### config.mk
export PLATFORM = sky130hd
export DESIGN_NAME = if_stage
export DESIGN_NICKNAME = d
export VERILOG_FILES = /design/src/rtl/if_stage.sv
export SDC_FILE = /design/constraint.sdc
export NUM_CORES = 1
export LEC_CHECK = 0
export BUFFER_PORTS_ARGS = -buffer_cell sky130_fd_sc_hd__buf_2
export CAP_MARGIN = 40
export CELL_PAD_IN_SITES_DETAIL_PLACEMENT = 1
export CELL_PAD_IN_SITES_GLOBAL_PLACEMENT = 2
export CORE_ASPECT_RATIO = 0.6
export CORE_MARGIN = 5
export CORE_UTILIZATION = 35
export DETAILED_ROUTE_END_ITERATION = 6
export PLACE_DENSITY = 0.87
export SLEW_MARGIN = 40
export SYNTH_ARGS = -nofsm -noshare
export SYNTH_HDL_FRONTEND = slang
export SYNTH_SLANG_ARGS = --single-unit
### constraint.sdc
create_clock -name clk -period 5.75 [get_ports clk]
set_input_delay 0 -clock clk [delete_from_list [all_inputs] [get_ports clk]]
set_output_delay 0 -clock clk [all_outputs]
set_load 0.005 [all_outputs]
### src/rtl/if_stage.sv
// Instruction-fetch stage: PC, synchronous I-mem read issue, one-entry stall buffer and IF/ID register.
// Optional BRANCH_DELAY_SLOT_EN: redirect keeps the arriving delay-slot word instead of squashing it.
module if_stage #(
    parameter logic [31:0] RESET_PC = 32'hBFC0_0000
) (
    input  logic        clk,
    input  logic        rst,
    input  logic        PC_en,
    input  logic        IFID_en,
    input  logic        redirect_valid,
    input  logic [31:0] redirect_pc,
    output logic        imem_en,
    output logic [31:0] imem_addr,
    input  logic [31:0] imem_rdata,
    output logic [31:0] IFID_pc,
    output logic [31:0] IFID_instr,
    output logic        IFID_valid
);

    localparam int unsigned XLEN = 32;
    localparam logic [XLEN-1:0] PC_STEP = XLEN'(4);

`ifdef BRANCH_DELAY_SLOT_EN
    localparam logic SQUASH_ON_REDIRECT = 1'b0;
`else
    localparam logic SQUASH_ON_REDIRECT = 1'b1;
`endif

    logic [XLEN-1:0] r_pc;
    logic            r_f_valid;
    logic [XLEN-1:0] r_f_pc;
    logic            r_hold_valid;
    logic [XLEN-1:0] r_hold_pc;
    logic [XLEN-1:0] r_hold_instr;
    logic [XLEN-1:0] r_ifid_pc;
    logic [XLEN-1:0] r_ifid_instr;
    logic            r_ifid_valid;

    logic            w_issue;
    logic [XLEN-1:0] w_fetch_addr;
    logic            w_arr_valid;
    logic [XLEN-1:0] w_arr_pc;
    logic [XLEN-1:0] w_arr_instr;
    logic            w_squash;

    // PC_en without IFID_en is a stall; a redirect always issues its target.
    assign w_issue      = redirect_valid | (PC_en & IFID_en);
    assign w_fetch_addr = redirect_valid ? redirect_pc : r_pc;
    assign imem_en      = w_issue;
    assign imem_addr    = w_fetch_addr;

    // The held word is older than the memory word, so it takes priority.
    assign w_arr_valid  = r_hold_valid | r_f_valid;
    assign w_arr_pc     = r_hold_valid ? r_hold_pc    : r_f_pc;
    assign w_arr_instr  = r_hold_valid ? r_hold_instr : imem_rdata;
    assign w_squash     = redirect_valid & SQUASH_ON_REDIRECT;

    // Fetch address and in-flight read tracking.
    always_ff @(posedge clk or posedge rst) begin
        if (rst) begin
            r_pc      <= RESET_PC;
            r_f_valid <= 1'b0;
            r_f_pc    <= '0;
        end else begin
            r_f_valid <= w_issue;
            if (w_issue) begin
                r_pc   <= w_fetch_addr + PC_STEP;
                r_f_pc <= w_fetch_addr;
            end
        end
    end

    // IF/ID register and one-entry hold buffer.
    always_ff @(posedge clk or posedge rst) begin
        if (rst) begin
            r_hold_valid <= 1'b0;
            r_hold_pc    <= '0;
            r_hold_instr <= '0;
            r_ifid_pc    <= '0;
            r_ifid_instr <= '0;
            r_ifid_valid <= 1'b0;
        end else if (w_squash) begin
            r_hold_valid <= 1'b0;
            r_ifid_instr <= '0;
            r_ifid_valid <= 1'b0;
        end else if (IFID_en) begin
            r_hold_valid <= 1'b0;
            r_ifid_valid <= w_arr_valid;
            if (w_arr_valid) begin
                r_ifid_pc    <= w_arr_pc;
                r_ifid_instr <= w_arr_instr;
            end else begin
                r_ifid_instr <= '0;
            end
        end else if (!r_hold_valid && r_f_valid) begin
            r_hold_valid <= 1'b1;
            r_hold_pc    <= r_f_pc;
            r_hold_instr <= imem_rdata;
        end
    end

    assign IFID_pc    = r_ifid_pc;
    assign IFID_instr = r_ifid_instr;
    assign IFID_valid = r_ifid_valid;

endmodule

**Yosys cells after proc, flatten, opt, wreduce, memory -nomap -nowiden**

Index checks and enable logic that the tools add are counted.

- Add/subtract/negate cells: 1
- Mux-type cells: 11
- Bitwise logic cells: 5
- Reductions and logical operators: 6

Operators with widths:

| operator | number |
|---|---|
| $mux W32 | 6 |
| $add A32 B3 Y32 const B | 1 |
| $reduce_and A3 Y1 | 2 |
| $mux W1 | 5 |
| $reduce_bool A3 Y1 | 1 |
| $not A1 Y1 | 2 |
| $or A1 B1 Y1 | 2 |
| $reduce_bool A2 Y1 | 1 |
| $and A1 B1 Y1 | 1 |
| $logic_and A1 B1 Y1 | 1 |
| $logic_not A1 Y1 | 1 |

- Flip-flop bits (word level): 195
- Output and inout bits: 98
- Logic and storage cells: 32

**Depth between registers and ports, before layout**

- Depth in word-level cells: 5
- Gate-level depth with buffers: 11
- Gate-level depth less buffers: 7

**Worst setup path after synthesis**

Ideal clock, no wire load.

- Path type: in2reg
- Start: input port redirect_valid
- End: register r_pc[26]
- Library setup time: 91 ps
- Arrival: 2019 ps
- Required time: 5659 ps
- Slack: 3640 ps
- Stages on the path: 11
- Buffers on the path: 4
- Path through: buf_6 buf_12 buf_2 buf_2 mux2_2 ha_1 inv_1 a211oi_4 nand3_2 o31a_1 o31ai_1

- Longest elaborated chain between the ends: 2
- Elaborated cells between the ends (all ways): 3
- Those cells by class: add/sub (1); mux (1); bitwise (1)

Ends and longest elaborated chain:

| element | RTL line | text |
|---|---|---|
| start, declared | 10 | `input logic redirect_valid,` |
| $mux W32 | 48 | `assign w_fetch_addr = redirect_valid ? redirect_pc : r_pc;` |
| named net imem_addr[3] | 13 | `output logic [31:0] imem_addr,` |
| $add A32 B3 Y32 | 67 | `r_pc <= w_fetch_addr + PC_STEP;` |
| end signal, assigned | 67 |  |
| end, declared | 29 | `logic [XLEN-1:0] r_pc;` |

The timed path passes the listed nets, and every way through them passes these cells.
A chain may end at the register's enable or synchronous reset.

**Final worst setup path**

- Start: register r_hold_valid
- End: register r_ifid_pc[27], in the netlist IFID_pc[27]

- Longest elaborated chain between the ends: 2
- Elaborated cells between the ends (all ways): 3
- Those cells by class: mux (1); bitwise (1); reduce/logical (1)

Ends and longest elaborated chain:

| element | RTL line | text |
|---|---|---|
| start, declared | 32 | `logic r_hold_valid;` |
| start signal, assigned | 76 | `r_hold_valid <= 1'b0;` |
| start signal, assigned | 83 | `r_hold_valid <= 1'b0;` |
| start signal, assigned | 87 | `r_hold_valid <= 1'b0;` |
| $or A1 B1 Y1 | 53 | `assign w_arr_valid = r_hold_valid \| r_f_valid;` |
| $reduce_and A3 Y1 (no source line) | - |  |
| end signal, assigned | 90 | `r_ifid_pc <= w_arr_pc;` |
| end, declared | 35 | `logic [XLEN-1:0] r_ifid_pc;` |

Several ways; a longest one is shown, not always the timed one.

==> impl_metrics.yaml <==
cts:
  cts-resized-gates: 0
  cts_tree: "yes"
  clk_path_buf_depth: 2
  cts-htree-levels: 4
  root_buffer: "clkbuf_16"
  clk_pin_slew_ps: 80
  insertion_delay_ps: 450
  cts_sinks: 193
  cts_buffers: 17
placed_design:
  portBuffers: 166
  dp_cells: 1367
  place.gp.congestion: 0.826
  post-place-ws_ps: 2960
  dpl.hpwl_mm: 18.1
  dpl_cell_area_um2: 10300
setup_path:
  path_cells: "buf_6 > nor2_1 > nor3b_2 > buf_4 > nor2_1 > a21oi_1"
  r2r_start: "r_hold_valid"
  cp_data_required_time_ps: 6110
  r2r_slack_ps: 3200
  max_stage_delay_ps: 660
  cp-start-kind: "flop"
  path_max_fanout: 80
  cp_common_cell: "nor2_1"
  arrival_ps: 2910
  critPathCaptureType: "flop"
  r2r-end: "IFID_pc[27]"
  path_class: "flop to flop"
  reg2regPathDepth: 6
  cp_slowest_cell: "dfrtp_4"
sta:
  maxSlewViolCount: 0
  holdWs_ps: 20.6
  hold_viol_final: 0
  min_period_ps: 2550
  fin_ws_ps: 3200
  fmax_mhz: 393
  finClkSkew_ps: 13.9
  fin_setup_tns_ps: 0
  finalCritPeriodShare: 0.443
  slew_headroom: 0.493
  tightest_slew_ps: 739
  setup_violations: 0
  grt_setup_unrepaired: "false"
floorplan:
  start_util: 0.352
  rows: 46
  io_pins: 167
  die_h_um: 136
  die_area_um2: 29800
  design.core.area_um2: 26200
  die_w_um: 219
layout:
  drive_gt1_frac: 0.291
  stdcell_area_um2: 11400
  final_nets: 1139
  antenna_cells: 0
  layout.cells.non_filler: 1441
  syn_to_final_growth_pct: 23.4
global_routing:
  grt_overflow: 0
  grt_pass1_vias: 7580
  grt_max_degree: 81
  track_usage: 0.186
  grt_pass1_wl_mm: 43.3
  antenna_found_initial: 0
synthesis:
  synth_cell_types: 50
  synth.area.top_cells: "dfrtp_1, mux2_2, mux2i_1"
  synth_largest_area_cell: "dfrtp_1"
  syn-cell-area_um2: 9220
  synth_edf_count: 0
  synth_warnings: 0
  async_reset_ff_frac: 1.00
  synthAdderAreaFrac: 0.00136
  synthXorXnorAreaFrac: 0.0133
  synth.ff_latch_count: 193
  synth-simple-area-share: 0.143
  synth_top_area_share: 0.500
  ys.flop_type: "dfrtp_1"
  muxShareOfSynthArea: 0.156
  synth_top_family_by_area: "multiplexers"
  yosysSeqAreaShare: 0.525
  synth.most_common_cell: "dfrtp_1"
  syn_inst: 890
  ys_top_cells_by_count: "dfrtp_1, nor2_1, nand2_1, mux2_2, a21oi_1"
  syn_avg_cell_area_um2: 10.4
  synth_nets: 960
  synth_compound_area_frac: 0.121
detailed_routing:
  vias: 7278
  avgRoutedWirePerCell_um: 18.7
  vias_per_cell: 5.05
  drt_iter0_markers: 438
  ant_nets: 0
  first_pass_iters: 4
  drcViolationCount: 0
  routed_wl_mm: 27.0
outcome:
  status: "complete, no violations"
worst_hold_path:
  holdPathStages: 5
  hp-start: "redirect_pc[23]"
  hp-class: "input port to flop"
  hold_path_end: "r_pc[25]"
power_and_ir_drop:
  p_sw_uw: 1120
  comb_power_share: 0.197
  p_seq_frac: 0.470
  swShare: 0.292
  power-per-cell-area_nw_per_um2: 337
  vdd_ir_drop_max_uv: 177
  clkPwrFrac: 0.333
  p_leak_uw: 0.00499
  p_int_uw: 2710
flow_run:
  maxCapViolations: 0
==> power by group through the flow <==
stage	Sequential [uW]	Clock, uW	Combinational [uW]
detailed placement	1830	0	741
global placement	1810	0	715
finish	1800	1270	756
global route	1830	1360	851
CTS	1800	1320	770
floorplan	1780	0	476
==> worst max-delay path by stage <==
stage              startpoint             to  cells after the start
5_1_grt          r_hold_valid    IFID_pc[27]                      6
3_5_place_dp   redirect_valid       r_pc[28]                      7
2_1_floorplan             rst  IFID_instr[0]                      1
4_1_cts          r_hold_valid    IFID_pc[27]                      6
6_report         r_hold_valid    IFID_pc[27]                      6
3_3_place_gp   redirect_valid       r_pc[26]                      7
==> critical path, delay by kind of cell, from the launching register on <==
family          cells  cell delay (ps)
simple gates        3              480
compound gates      1              160
buf+inv             2             1150
flops               1              660
==> cell usage in the layout, fill, tap and decap left out, drive strengths merged, types with 5 or more instances in the layout <==
master and count:
nand2b 7, a21oi 70, xnor2 14, mux2 77, o21ai 36, nand2 97
nor3 5, nand3 21, nor2 116, dlygate4sd3 41, nand3b 12, inv 24
clkinv 7, dfrtp 184, mux2i 57, o21a 11, clkbuf 20, dfstp 9
nand4 11, o31ai 7, o211ai 32, buf 177
==> logic make-up (layout without fill, tap and decap cells) <==
group	after synthesis	count (layout)
xor+xnor	14	14
simple gates	284	284
mux	134	134
buf+inv	84	275
fa+ha+maj	1	1
compound gates	180	180
flops	193	193
==> stage by stage <==
step / total power [uW] / util
after global routing: 4050 / 0.434
after floorplan: 2250 / -
after CTS: 3890 / 0.434
final: 3830 / 0.434
after global placement: 2520 / 0.394
after detailed placement: 2570 / 0.395
==> layout make-up <==
type,instances,area (um^2)
inverter,24,100
fill,2942,14800
multi-input combinational,613,4020
clock inverter,13,189
sequential,193,4840
tap,360,450
timing repair buffer,220,1350
clock buffer,18,429
==> flip-flops by register name, indices dropped and copies added, names as in the netlist <==
signal        flops
r_pc             32
IFID_pc          32
r_hold_instr     32
IFID_valid        1
IFID_instr       32
r_hold_valid      1
r_f_valid         1
r_hold_pc        32
r_f_pc           30
==> layer usage <==
layer	track usage	part of all wire	vias to the layer above
met5	0	0	-
met4	0.0467	0.0093	0
met3	0.0429	0.052	16
met2	0.276	0.44	133
met1	0.276	0.50	3657
li1	-	-	3472
==> timing repair <==
item | in CTS | in global routing
setup buffers | 0 | 0
endpoints found under the setup margin | 0 | 0
endpoints found under the hold margin | 145 | 0
hold buffers | 41 | 0
(Power assumes the default switching activity.)
